===== src/rtl/pipe_pkg.sv =====
// Shared types and defaults for the valid/ready pipeline stage registers
// (IF/ID, ID/EX, EX/MEM, MEM/WB).
package pipe_pkg;

  localparam int CTRL_W_DEF = 16;
  localparam int DATA_W_DEF = 64;
  localparam int BUBBLE_W   = 16;

  typedef enum logic [1:0] {
    EMPTY = 2'd0,
    MAIN  = 2'd1,
    SKID  = 2'd2
  } stage_state_t;

  // Saturating increment for the bubble counter
  function automatic logic [BUBBLE_W-1:0] sat_inc(input logic [BUBBLE_W-1:0] v);
    return (v == {BUBBLE_W{1'b1}}) ? v : v + {{(BUBBLE_W-1){1'b0}}, 1'b1};
  endfunction

endpackage


===== src/rtl/pipe_slot.sv =====
// One pipeline entry: valid bit, control bundle and datapath bundle.
// Clearing invalidates the entry and zeroes control; data is kept.
module pipe_slot
  import pipe_pkg::*;
#(
  parameter int CTRL_W = CTRL_W_DEF,
  parameter int DATA_W = DATA_W_DEF
) (
  input  logic              clk,
  input  logic              rst_n,
  input  logic              load,
  input  logic              clear,
  input  logic [CTRL_W-1:0] in_ctrl,
  input  logic [DATA_W-1:0] in_data,
  output logic              valid,
  output logic [CTRL_W-1:0] ctrl,
  output logic [DATA_W-1:0] data
);

  logic              valid_q, valid_d;
  logic [CTRL_W-1:0] ctrl_q, ctrl_d;
  logic [DATA_W-1:0] data_q, data_d;

  always_comb begin
    valid_d = valid_q;
    ctrl_d  = ctrl_q;
    data_d  = data_q;
    if (clear) begin
      valid_d = 1'b0;
      ctrl_d  = '0;
    end else if (load) begin
      valid_d = 1'b1;
      ctrl_d  = in_ctrl;
      data_d  = in_data;
    end
  end

  // NOTE: the datapath flops are reset as well, since their reset value is
  // observable on out_data; state updates use non-blocking assignments only.
  always_ff @(posedge clk or negedge rst_n) begin
    if (!rst_n) begin
      valid_q <= 1'b0;
      ctrl_q  <= '0;
      data_q  <= '0;
    end else begin
      valid_q <= valid_d;
      ctrl_q  <= ctrl_d;
      data_q  <= data_d;
    end
  end

  assign valid = valid_q;
  assign ctrl  = ctrl_q;
  assign data  = data_q;

endmodule


===== src/rtl/pipe_stage_reg.sv =====
// Valid/ready pipeline stage register with optional two-entry skid buffer,
// flush, bubble-zeroed control and a saturating bubble counter.
module pipe_stage_reg
  import pipe_pkg::*;
#(
  parameter int CTRL_W  = CTRL_W_DEF,
  parameter int DATA_W  = DATA_W_DEF,
  parameter int SKID_EN = 1
) (
  input  logic                clk,
  input  logic                rst_n,
  input  logic                in_valid,
  output logic                in_ready,
  input  logic [CTRL_W-1:0]   in_ctrl,
  input  logic [DATA_W-1:0]   in_data,
  input  logic                flush,
  output logic                out_valid,
  input  logic                out_ready,
  output logic [CTRL_W-1:0]   out_ctrl,
  output logic [DATA_W-1:0]   out_data,
  output logic [BUBBLE_W-1:0] bubble_cnt
);

  localparam bit USE_SKID = (SKID_EN != 0);

  stage_state_t        state_q, state_d;
  logic                in_ready_q, in_ready_d;
  logic [BUBBLE_W-1:0] bubble_cnt_q, bubble_cnt_d;

  logic              main_valid, skid_valid;
  logic [CTRL_W-1:0] main_ctrl, skid_ctrl, main_ctrl_in;
  logic [DATA_W-1:0] main_data, skid_data, main_data_in;
  logic              main_load, main_clear, main_from_skid;
  logic              skid_load, skid_clear;
  logic              accept, drain;

  // in_ready_q is low in reset and in SKID; without skid it also gates the
  // combinational ready so nothing is accepted during reset.
  assign in_ready = USE_SKID ? in_ready_q
                             : (in_ready_q & (out_ready | ~main_valid));

  assign accept = in_valid & in_ready;
  assign drain  = main_valid & out_ready;

  always_comb begin
    state_d        = state_q;
    main_load      = 1'b0;
    main_clear     = 1'b0;
    main_from_skid = 1'b0;
    skid_load      = 1'b0;
    skid_clear     = 1'b0;
    if (flush) begin
      state_d    = EMPTY;
      main_clear = 1'b1;
      skid_clear = 1'b1;
    end else begin
      unique case (state_q)
        EMPTY: begin
          if (accept) begin
            main_load = 1'b1;
            state_d   = MAIN;
          end
        end
        MAIN: begin
          if (accept && drain) begin
            main_load = 1'b1;
          end else if (accept && USE_SKID) begin
            skid_load = 1'b1;
            state_d   = SKID;
          end else if (drain) begin
            main_clear = 1'b1;
            state_d    = EMPTY;
          end
        end
        SKID: begin
          if (drain && skid_valid) begin
            main_load      = 1'b1;
            main_from_skid = 1'b1;
            skid_clear     = 1'b1;
            state_d        = MAIN;
          end else if (drain) begin
            main_clear = 1'b1;
            state_d    = EMPTY;
          end
        end
        default: state_d = EMPTY;
      endcase
    end
    in_ready_d   = (state_d != SKID);
    bubble_cnt_d = (!main_valid && out_ready) ? sat_inc(bubble_cnt_q) : bubble_cnt_q;
  end

  always_ff @(posedge clk or negedge rst_n) begin
    if (!rst_n) begin
      state_q      <= EMPTY;
      in_ready_q   <= 1'b0;
      bubble_cnt_q <= '0;
    end else begin
      state_q      <= state_d;
      in_ready_q   <= in_ready_d;
      bubble_cnt_q <= bubble_cnt_d;
    end
  end

  assign main_ctrl_in = main_from_skid ? skid_ctrl : in_ctrl;
  assign main_data_in = main_from_skid ? skid_data : in_data;

  pipe_slot #(.CTRL_W(CTRL_W), .DATA_W(DATA_W)) u_main (
    .clk     (clk),
    .rst_n   (rst_n),
    .load    (main_load),
    .clear   (main_clear),
    .in_ctrl (main_ctrl_in),
    .in_data (main_data_in),
    .valid   (main_valid),
    .ctrl    (main_ctrl),
    .data    (main_data)
  );

  pipe_slot #(.CTRL_W(CTRL_W), .DATA_W(DATA_W)) u_skid (
    .clk     (clk),
    .rst_n   (rst_n),
    .load    (skid_load),
    .clear   (skid_clear),
    .in_ctrl (in_ctrl),
    .in_data (in_data),
    .valid   (skid_valid),
    .ctrl    (skid_ctrl),
    .data    (skid_data)
  );

  assign out_valid  = main_valid;
  assign out_ctrl   = main_ctrl;
  assign out_data   = main_data;
  assign bubble_cnt = bubble_cnt_q;

endmodule


===== config.mk =====
export PLATFORM = sky130hd
export DESIGN_NAME = pipe_stage_reg
export DESIGN_NICKNAME = d
export VERILOG_FILES = /design/src/rtl/pipe_pkg.sv /design/src/rtl/pipe_slot.sv /design/src/rtl/pipe_stage_reg.sv
export SDC_FILE = /design/constraint.sdc
export NUM_CORES = 1
export LEC_CHECK = 0
export CORE_ASPECT_RATIO = 1.75
export CORE_UTILIZATION = 25
export DETAILED_ROUTE_END_ITERATION = 8
export PLACE_DENSITY_LB_ADDON = 0.05
export SYNTH_ARGS = -nofsm -noshare
export SYNTH_HDL_FRONTEND = slang
export SYNTH_SLANG_ARGS = --single-unit

===== constraint.sdc =====
create_clock -name clk -period 2.11 [get_ports clk]
set_input_delay 0.422 -clock clk [delete_from_list [all_inputs] [get_ports clk]]
set_output_delay 0.422 -clock clk [all_outputs]
set_load 0.01 [all_outputs]

==> flow_summary.json <==
{
  "first_iter_violations": 196,
  "cts_buffers": 17,
  "place_congestion": 0.789,
  "ioPinCount": 183,
  "regArea_mm2": 0.00453,
  "n_antenna_cell": 0,
  "grt_antenna_before_repair": 0,
  "synthArstFlopShare_pct": 100,
  "yosysWarnings": 0,
  "routedWlPerCell_um": 18.7,
  "synthTopCellsByArea": "dfrtp_1 53%, mux2_2 16%, mux2_4 8.6%",
  "comb_power_share_pct": 29.3,
  "p_total_w": 0.0116,
  "path_clk_slew_ns": 0.07,
  "period_minus_slack_ns": 2.12,
  "routed_wl_mm": 25.2,
  "worst_pin_slew_ns": 0.557,
  "core_mm2": 0.0337,
  "p_switching_w": 0.00327,
  "grt_pass1_vias": 6428,
  "fin_ws_ns": -0.0131,
  "clk_latency_ns": 0.44,
  "synth_xor_area_share_pct": 1.43,
  "clkPwrFrac_pct": 26.6,
  "violations": "negative setup slack",
  "ant_nets": 0,
  "pre_cts_ws_ns": -0.437,
  "synth_nets": 729,
  "endpoint_kind": "flip-flop",
  "dieWidth_um": 142,
  "grt_max_degree": 51,
  "path_max_fanout": 12,
  "whs_ns": 0.486,
  "synth.largest_area_cell": "dfrtp_1",
  "synth_common_cells": "181 x dfrtp_1, 123 x mux2_2, 49 x mux2_4",
  "cts_tree": "built",
  "multi_input_area_mm2": 0.00384,
  "slew_viol_final": 0,
  "post-dp-hpwl_mm": 18.8,
  "p_leak_nw": 5.05,
  "period_share_pct": 101,
  "final_nets": 973,
  "peakVddDrop_uv": 554,
  "met3_wirelength_um": 945,
  "cts-root-buf": "clkbuf_16",
  "vias": 5919,
  "vias_per_cell": 4.38,
  "row_count": 89,
  "synth_simple_gate_area_share_pct": 6.02,
  "criticalPathCategory": "reg2reg",
  "synthMuxAreaShare_pct": 27.7,
  "arrival_ns": 2.45,
  "instances_no_fill": 1350,
  "outcome": "finished with violations",
  "htreeDepth": 4,
  "synth-edff-count": 0,
  "drive_gt1_share_pct": 35.0,
  "dp.cells": 1306,
  "drv_cap": 0,
  "swShare_pct": 28.1,
  "die_y_um": 247,
  "final_util_pct": 36.4,
  "start_util_pct": 25.3,
  "p_int_w": 0.00837,
  "synth_top_area_share_pct": 53.0,
  "area_growth_syn_to_layout_pct": 43.8,
  "finalSetupViolations": 13,
  "portBuffers": 182,
  "slew_headroom_pct": 62.9,
  "fill_cells": 3268,
  "ys_seq_elements": 181,
  "synth.avg_cell_area_um2": 13.4,
  "clock_skew_ns": 0.0121,
  "critPathRequiredTime_ns": 2.43,
  "drc": 0,
  "min_path_type": "reg2reg",
  "synth_ff_type": "dfrtp_1",
  "highest_layer": "met4",
  "hold_viol_final": 0,
  "syn_inst": 639,
  "route.met2.wl_mm": 14.4,
  "drt-pass1-iter-count": 4,
  "overflow": 0,
  "synth-compound-area-share_pct": 7.75,
  "syn_area_mm2": 0.00855,
  "ys_seq_area_share_pct": 53.0,
  "wl_met1_mm": 9.45,
  "clock-sinks": 181,
  "synth_top_family_by_area": "multiplexers",
  "max_freq_mhz": 471,
  "synthDistinctLibCells": 47,
  "yosysMostFrequentCell": "dfrtp_1",
  "worstSetupStartpointType": "flip-flop",
  "rsz0062_at_grt": "yes",
  "synthAdderAreaFrac_pct": 0.849,
  "dieArea_mm2": 0.0350,
  "max-clock-path-buffers": 2,
  "power_density_mw_per_mm2": 947,
  "sequentialPowerShare_pct": 44.1,
  "grt_usage_pct": 14.9,
  "grt_pass1_wl_mm": 38.5
}
## critical path: stages, from the launching register on
cell and delay [ns]:
dfrtp_2 0.47, buf_4 0.16, ha_2 0.17, or2_4 0.24
nor3b_4 0.21, buf_6 0.14, buf_6 0.14, buf_12 0.17
mux2_4 0.31
## final cells by class
cell class | count | area share, %
flip-flops and latches | 181 | 36.9
multi-input cells | 408 | 31.3
repair buffers | 266 | 22.4
well taps | 455 | 4.63
clock buffers | 19 | 3.68
clock inverters | 12 | 0.855
inverters | 9 | 0.295
## final timing paths
check                                             from                           to  slack, ns  cells past startpoint
setup / recovery                  state_q[1]$_DFF_PN0_  u_main.data[33]$_DFFE_PN0P_      -0.01                      8
hold / removal             u_skid.data[13]$_DFFE_PN0P_  u_skid.data[13]$_DFFE_PN0P_       0.49                      1
setup reg to reg                  state_q[1]$_DFF_PN0_  u_main.data[33]$_DFFE_PN0P_      -0.01                      8
hold reg to reg            u_skid.data[13]$_DFFE_PN0P_  u_skid.data[13]$_DFFE_PN0P_       0.49                      1
max in group asynchronous                        rst_n  u_skid.data[52]$_DFFE_PN0P_       0.90                      3
min in group asynchronous                        rst_n  u_skid.data[18]$_DFFE_PN0P_       0.52                      2
## power by group through the flow
| stage | registers, W | logic (W) | clock network (W) |
|---|---|---|---|
| floorplan | 0.00523 | 0.00143 | 0 |
| detailed placement | 0.00521 | 0.00335 | 0 |
| global placement | 0.00516 | 0.00328 | 0 |
| CTS | 0.00515 | 0.00341 | 0.00322 |
| global route | 0.00527 | 0.00367 | 0.00336 |
| finish | 0.00513 | 0.00341 | 0.00310 |
## through the flow
stage,setup TNS [ns],area [um^2]
detailed placement,-41.17,11500
global placement,-41.86,11500
floorplan,-0.144,8550
CTS,-0.138,12200
finish,-0.0911,12300
global route,-4.01,12300
## cell families after synthesis
family	count (synthesis)
XOR/XNOR	14
AND/OR/NAND/NOR	101
multiplexers	194
flip-flops	181
adder cells (fa/ha/maj)	6
buffers and inverters	50
AO/OA/AOI/OAI	93
## cell usage in the layout, fill, tap and decap left out, types with 3 or more instances in the layout
| cell | n |
|---|---|
| nor4_1 | 3 |
| nand2_1 | 39 |
| inv_1 | 6 |
| nor2_1 | 10 |
| clkinv_4 | 3 |
| buf_12 | 18 |
| mux2_2 | 122 |
| a211o_1 | 16 |
| mux2_4 | 56 |
| xnor2_1 | 6 |
| o211ai_1 | 16 |
| nand4_1 | 8 |
| dfrtp_1 | 179 |
| clkbuf_16 | 18 |
| ha_4 | 3 |
| a21oi_1 | 20 |
| o21ai_0 | 16 |
| a21boi_0 | 16 |
| clkinv_2 | 5 |
| nand3_1 | 19 |
| mux2_1 | 16 |
| clkdlybuf4s50_1 | 181 |
| buf_4 | 54 |
| nor3_1 | 4 |
| buf_6 | 8 |
| xor2_1 | 8 |
## repair_timing
item / CTS / global route
gates resized for setup: 20 / 17
cloned: 1 / 2
setup endpoints to repair: 91 / 86
setup buffers: 5 / 5
pin swaps: 5 / 1
hold buffers: 1 / 0
hold endpoints to repair: 44 / 0
## registers in the layout (all words and copies together), names as in the netlist
| register | flops |
|---|---|
| u_main.data | 64 |
| u_skid.ctrl | 16 |
| state_q | 2 |
| u_main.valid | 1 |
| u_skid.data | 64 |
| u_skid.valid | 1 |
| bubble_cnt | 16 |
| in_ready | 1 |
| u_main.ctrl | 16 |
## per-layer routing
layer	vias up	global-route usage, %
li1	2783	-
met1	2980	15.5
met2	140	28.4
met3	16	3.52
met4	0	5.31
met5	-	0
(Power assumes the default switching activity.)
